`config.mk`:
```
export PLATFORM = sky130hd
export DESIGN_NAME = rcpu_step_ctrl
export DESIGN_NICKNAME = d
export VERILOG_FILES = /design/src/rtl/rcpu_dbg_pkg.sv /design/src/rtl/rcpu_debounce.sv /design/src/rtl/rcpu_step_ctrl.sv
export SDC_FILE = /design/constraint.sdc
export NUM_CORES = 1
export LEC_CHECK = 0
export ABC_CLOCK_PERIOD_IN_PS = 1600
export CAP_MARGIN = 20
export CORE_MARGIN = 2
export CORE_UTILIZATION = 38
export CTS_CLUSTER_SIZE = 12
export DETAILED_ROUTE_END_ITERATION = 10
export GPL_TIMING_DRIVEN = 0
export PLACE_DENSITY = 0.78
export REMOVE_ABC_BUFFERS = 1
export SKIP_LAST_GASP = 1
export SYNTH_ARGS = -nofsm -noshare
export SYNTH_HDL_FRONTEND = slang
export SYNTH_SLANG_ARGS = --single-unit
```
`constraint.sdc`:
```
create_clock -name clk -period 1.6 [get_ports clk]
set_input_delay 0.16 -clock clk [delete_from_list [all_inputs] [get_ports clk]]
set_output_delay 0.16 -clock clk [all_outputs]
set_load 0.01 [all_outputs]
```
`src/rtl/rcpu_dbg_pkg.sv`:
```
// Shared types for the RCPU run/step controller: FSM state codes and LED source selects.
package rcpu_dbg_pkg;

    typedef enum logic [2:0] {
        IDLE     = 3'd0,
        STEP     = 3'd1,
        WAIT_REL = 3'd2,
        RUN      = 3'd3,
        HALTED   = 3'd4
    } state_e;

    localparam logic [1:0] LED_PC     = 2'd0;
    localparam logic [1:0] LED_ALU_LO = 2'd1;
    localparam logic [1:0] LED_ALU_HI = 2'd2;
    localparam logic [1:0] LED_ICNT   = 2'd3;

endpackage

```
`src/rtl/rcpu_debounce.sv`:
```
// Pushbutton conditioning: 2-flop synchronizer, stability counter, debounced level and press pulse.
module rcpu_debounce #(
    parameter int DEBOUNCE_CYCLES = 16
) (
    input  logic clk,
    input  logic rst,
    input  logic btn_i,
    output logic btn_db_o,
    output logic press_o
);

    localparam int CNT_W = (DEBOUNCE_CYCLES < 2) ? 1 : $clog2(DEBOUNCE_CYCLES);

    logic             sync1_q;
    logic             sync2_q;
    logic             btn_db_q;
    logic             db_prev_q;
    logic             press_q;
    logic [CNT_W-1:0] cnt_q;

    // The press pulse is registered off the debounced level, so it lags the rising edge of btn_db by one cycle.
    always_ff @(posedge clk) begin
        if (rst) begin
            sync1_q   <= 1'b0;
            sync2_q   <= 1'b0;
            btn_db_q  <= 1'b0;
            db_prev_q <= 1'b0;
            press_q   <= 1'b0;
            cnt_q     <= '0;
        end else begin
            sync1_q   <= btn_i;
            sync2_q   <= sync1_q;
            db_prev_q <= btn_db_q;
            press_q   <= btn_db_q & ~db_prev_q;
            if (sync2_q != btn_db_q) begin
                if (cnt_q == CNT_W'(DEBOUNCE_CYCLES - 1)) begin
                    btn_db_q <= sync2_q;
                    cnt_q    <= '0;
                end else begin
                    cnt_q <= cnt_q + 1'b1;
                end
            end else begin
                cnt_q <= '0;
            end
        end
    end

    assign btn_db_o = btn_db_q;
    assign press_o  = press_q;

endmodule

```
`src/rtl/rcpu_step_ctrl.sv`:
```
// Run/step controller generating the CPU clock enable and the LED debug mux.
// Optional breakpoint compare is enabled by defining RCPU_BREAKPOINT_EN.
module rcpu_step_ctrl
    import rcpu_dbg_pkg::*;
#(
    parameter int DEBOUNCE_CYCLES = 16,
    parameter int PC_W            = 8,
    parameter int DATA_W          = 32
) (
    input  logic              clk,
    input  logic              rst,
    input  logic              step_btn,
    input  logic [2:0]        SW,
    input  logic [PC_W-1:0]   cpu_pc,
    input  logic [DATA_W-1:0] cpu_alu,
    input  logic              cpu_halt,
    input  logic [PC_W-1:0]   bp_addr,
    output logic              cpu_ce,
    output logic [7:0]        LED,
    output logic [2:0]        state_o
);

    state_e     state_q;
    logic       run_first_q;
    logic [7:0] icount_q;
    logic [7:0] led_q;
    logic       btn_db;
    logic       press;
    logic       bp_hit;
    logic       unused_inputs;

    rcpu_debounce #(
        .DEBOUNCE_CYCLES(DEBOUNCE_CYCLES)
    ) u_debounce (
        .clk     (clk),
        .rst     (rst),
        .btn_i   (step_btn),
        .btn_db_o(btn_db),
        .press_o (press)
    );

    // A run that starts on the breakpoint address must be allowed to leave it, so the first RUN cycle masks the hit.
`ifdef RCPU_BREAKPOINT_EN
    assign bp_hit        = (cpu_pc == bp_addr) && !run_first_q;
    assign unused_inputs = ^{cpu_alu, cpu_pc};
`else
    assign bp_hit        = 1'b0;
    assign unused_inputs = ^{cpu_alu, cpu_pc, bp_addr, run_first_q};
`endif

    always_comb begin
        cpu_ce = 1'b0;
        case (state_q)
            STEP:    cpu_ce = 1'b1;
            RUN:     cpu_ce = SW[2] && !cpu_halt && !bp_hit;
            default: cpu_ce = 1'b0;
        endcase
    end

    always_ff @(posedge clk) begin
        if (rst) begin
            state_q     <= IDLE;
            run_first_q <= 1'b0;
        end else begin
            run_first_q <= 1'b0;
            case (state_q)
                IDLE: begin
                    if (SW[2]) begin
                        state_q     <= RUN;
                        run_first_q <= 1'b1;
                    end else if (press) begin
                        state_q <= STEP;
                    end
                end
                STEP:     state_q <= WAIT_REL;
                WAIT_REL: if (!btn_db) state_q <= IDLE;
                RUN: begin
                    if (!SW[2]) begin
                        state_q <= IDLE;
                    end else if (cpu_halt || bp_hit) begin
                        state_q <= HALTED;
                    end
                end
                HALTED:   if (!SW[2]) state_q <= IDLE;
                default:  state_q <= IDLE;
            endcase
        end
    end

    always_ff @(posedge clk) begin
        if (rst) begin
            icount_q <= 8'd0;
            led_q    <= 8'd0;
        end else begin
            if (cpu_ce) begin
                icount_q <= icount_q + 8'd1;
            end
            case (SW[1:0])
                LED_PC:     led_q <= cpu_pc[7:0];
                LED_ALU_LO: led_q <= cpu_alu[7:0];
                LED_ALU_HI: led_q <= cpu_alu[15:8];
                default:    led_q <= icount_q;
            endcase
        end
    end

    assign LED     = led_q;
    assign state_o = state_q;

endmodule

```
==> results.yml <==
run_status:
  outcome: "complete, no violations"
worst_setup_path:
  critPathRequiredTime_ns: 1.88
  cp.arrival_ns: 1.79
  cp-start-kind: "input pin"
  worstSetupEndpointType: "register"
  ff2ff_path_depth: 5
  criticalPathCategory: "input pin to register"
  r2r-end: "icount_q[6]"
  worstReg2RegStart: "icount_q[0]"
  r2r_slack_ns: 0.13
  worstPathMaxFanout: 25
route:
  drt_pre_antenna_iters: 5
  drt-met1-wl_um: 1070
  dr_wl_met2_um: 1220
  drc_errors: 0
  post_drt_via_cell_ratio: 4.81
  vias: 981
  drtIter0Drc: 30
  dr.max_layer_used: "met4"
  route.detailed.wl_per_inst_um: 12.7
  routed_wl_um: 2590
  wl_met3_um: 232
  ant_nets: 0
floorplan:
  die_y_um: 61.6
  io_pins: 67
  fp.dieW_um: 61.6
  rows: 20
  fp.dieArea_mm2: 0.00380
  start_util: 0.406
  core_area_mm2: 0.00310
grt:
  antenna_found_initial: 0
  grt_max_degree: 26
  grt_pass1_wl_um: 4080
  grt_pass1_vias: 953
  track_usage: 0.146
  gr-total-overflow: 0
logic_synthesis:
  netlist_instances: 118
  ys_seq_area_frac: 0.444
  netlist_area_mm2: 0.00126
  async_flop_share: 0
  synthDistinctLibCells: 30
  ys.flop_type: "dfxtp_1"
  yosysWarnings: 0
  synth_edf_count: 0
  synth-seq-cells: 28
  syn-mean-instance-area_um2: 10.7
sta:
  fin_crit_ns: 1.52
  fin_hold_ws_ns: 0.363
  max_freq_ghz: 0.660
  maxSlewViolCount: 0
  tightest_slew_ns: 0.895
  slew_headroom: 0.402
  fin_ws_ns: 0.0842
  finalSetupViolCount: 0
  fin_crit_sh: 0.947
  hold_viol: 0
  finClkSkew_ns: 0.00867
  rsz0062_at_grt: "no"
placement:
  dp.cells: 198
  globalplace.congestion: 0.689
  postPlaceCellArea_mm2: 0.00171
  io_buffers: 42
  place_ws_ns: -0.381
  dp_hpwl_um: 1970
cts:
  cts_tree: "yes"
  cts_root_buf: "clkbuf_4"
  clkLatencyLatePin_ns: 0.34
  cts-htree-levels: 1
  cts_buffer_depth: 2
  clkTransAtPathRegs_ns: 0.15
  cts_sinks: 28
  numCtsBuffers: 3
cells_and_area:
  fin_area_mm2: 0.00179
  final_net_count: 218
  diodes: 0
  stdcell_count: 204
  area_growth_pct: 41.6
  drive_above_1_share: 0.138
worst_hold_path:
  worstHoldStart: "step_btn"
  min_path_cells: 2
  hold_class: "input pin to register"
  holdPathEnd: "u_debounce.sync1_q"
pwr:
  max-vdd-ir-drop_v: 0.000407
  power_density_mw_per_mm2: 798
  leakagePower_nw: 0.640
run:
  maxCapViolations: 0
power by group:
group / switching (mW) / total (mW) / internal (mW) / leakage, nW
Sequential: 0.0192 / 0.741 / 0.722 / 0.230
Combinational: 0.0720 / 0.225 / 0.153 / 0.382
Clock: 0.206 / 0.460 / 0.254 / 0.0279
synthesized netlist by cell type (all sizes together), types with 2 or more instances:
cell / instances / area (um2)
dfxtp: 28 / 561
nor2: 16 / 60.1
nor2b: 12 / 75.1
mux4: 8 / 180
xnor2: 8 / 70.1
inv: 5 / 18.8
a211oi: 4 / 30.0
a21oi: 4 / 23.8
buf: 3 / 17.5
clkbuf: 3 / 11.3
nand2: 3 / 11.3
nand3: 3 / 15.0
ha: 2 / 25.0
mux2i: 2 / 20.0
nand3b: 2 / 15.0
nor3: 2 / 10.0
o21ai: 2 / 10.0
metal layers:
| metal | vias up | track usage |
|---|---|---|
| met1 | 442 | 0.157 |
| met2 | 39 | 0.269 |
| met4 | 0 | 0.0821 |
| met3 | 5 | 0.0210 |
| met5 | - | 0 |
| li1 | 495 | - |
registers in the layout, summed over array words and instances (netlist names):
signal and flops:
LED 8, icount_q 8, state_o 3, u_debounce.btn_db_o 1, u_debounce.cnt_q 4, u_debounce.db_prev_q 1
u_debounce.press_o 1, u_debounce.sync1_q 1, u_debounce.sync2_q 1
how the worst max path moves through the flow:
| stage | start | end | slack (ns) |
|---|---|---|---|
| after global placement | SW[2] | cpu_ce | -0.35 |
| after global routing | rst | u_debounce.cnt_q[2] | 0.003 |
| final | rst | u_debounce.cnt_q[2] | 0.08 |
| after CTS | state_o[0] | cpu_ce | 0.04 |
| after floorplan | state_o[0] | icount_q[1] | 0.28 |
| after detailed placement | SW[2] | cpu_ce | -0.38 |
cells in the final DEF (no fill, tap or decap), drive strengths merged, types with 3 or more instances in the layout:
cell type and count:
clkdlybuf4s50 41, dfxtp 28, nor2 16, nor2b 12
mux4 8, xnor2 8, inv 5, a211oi 4
a21oi 4, nand2 3, nand3 3, clkbuf 3
cell type report:
type	instances	area, um2
well taps	44	55.1
clock inverters	1	30.0
inverters	5	18.8
multi-input cells	79	656
fillers	281	1320
repair buffers	44	434
flip-flops and latches	28	569
clock buffers	3	22.5
per-stage QoR:
stage | total power, mW | util | TNS, ns
3_3_place_gp | 0.976 | 0.550 | -3.46
4_1_cts | 1.44 | 0.573 | 0
3_5_place_dp | 0.979 | 0.550 | -4.02
5_1_grt | 1.48 | 0.575 | 0
6_report | 1.43 | 0.575 | 0
2_1_floorplan | 0.839 | - | 0
critical path, cell delays in order:
cell and delay (ns):
clkdlybuf4s50_1 0.88, or3_1 0.63, nor2_1 0.13
logic make-up (layout without fill, tap and decap cells):
kind of cell / after synthesis / after routing / share of synthesized area
buffers and inverters: 11 / 53 / 0.0377
XOR/XNOR: 9 / 9 / 0.0625
adder cells (fa/ha/maj): 2 / 2 / 0.0198
AND/OR/NAND/NOR: 45 / 45 / 0.191
flip-flops: 28 / 28 / 0.444
multiplexers: 10 / 10 / 0.159
AO/OA/AOI/OAI: 13 / 13 / 0.0853
timing repair:
action,4_1_cts,5_1_grt
resized for setup,6,1
endpoints found under the setup margin,3,2
setup buffers,1,1
hold buffers,0,0
Note: power is estimated with default switching activity, not from simulation.
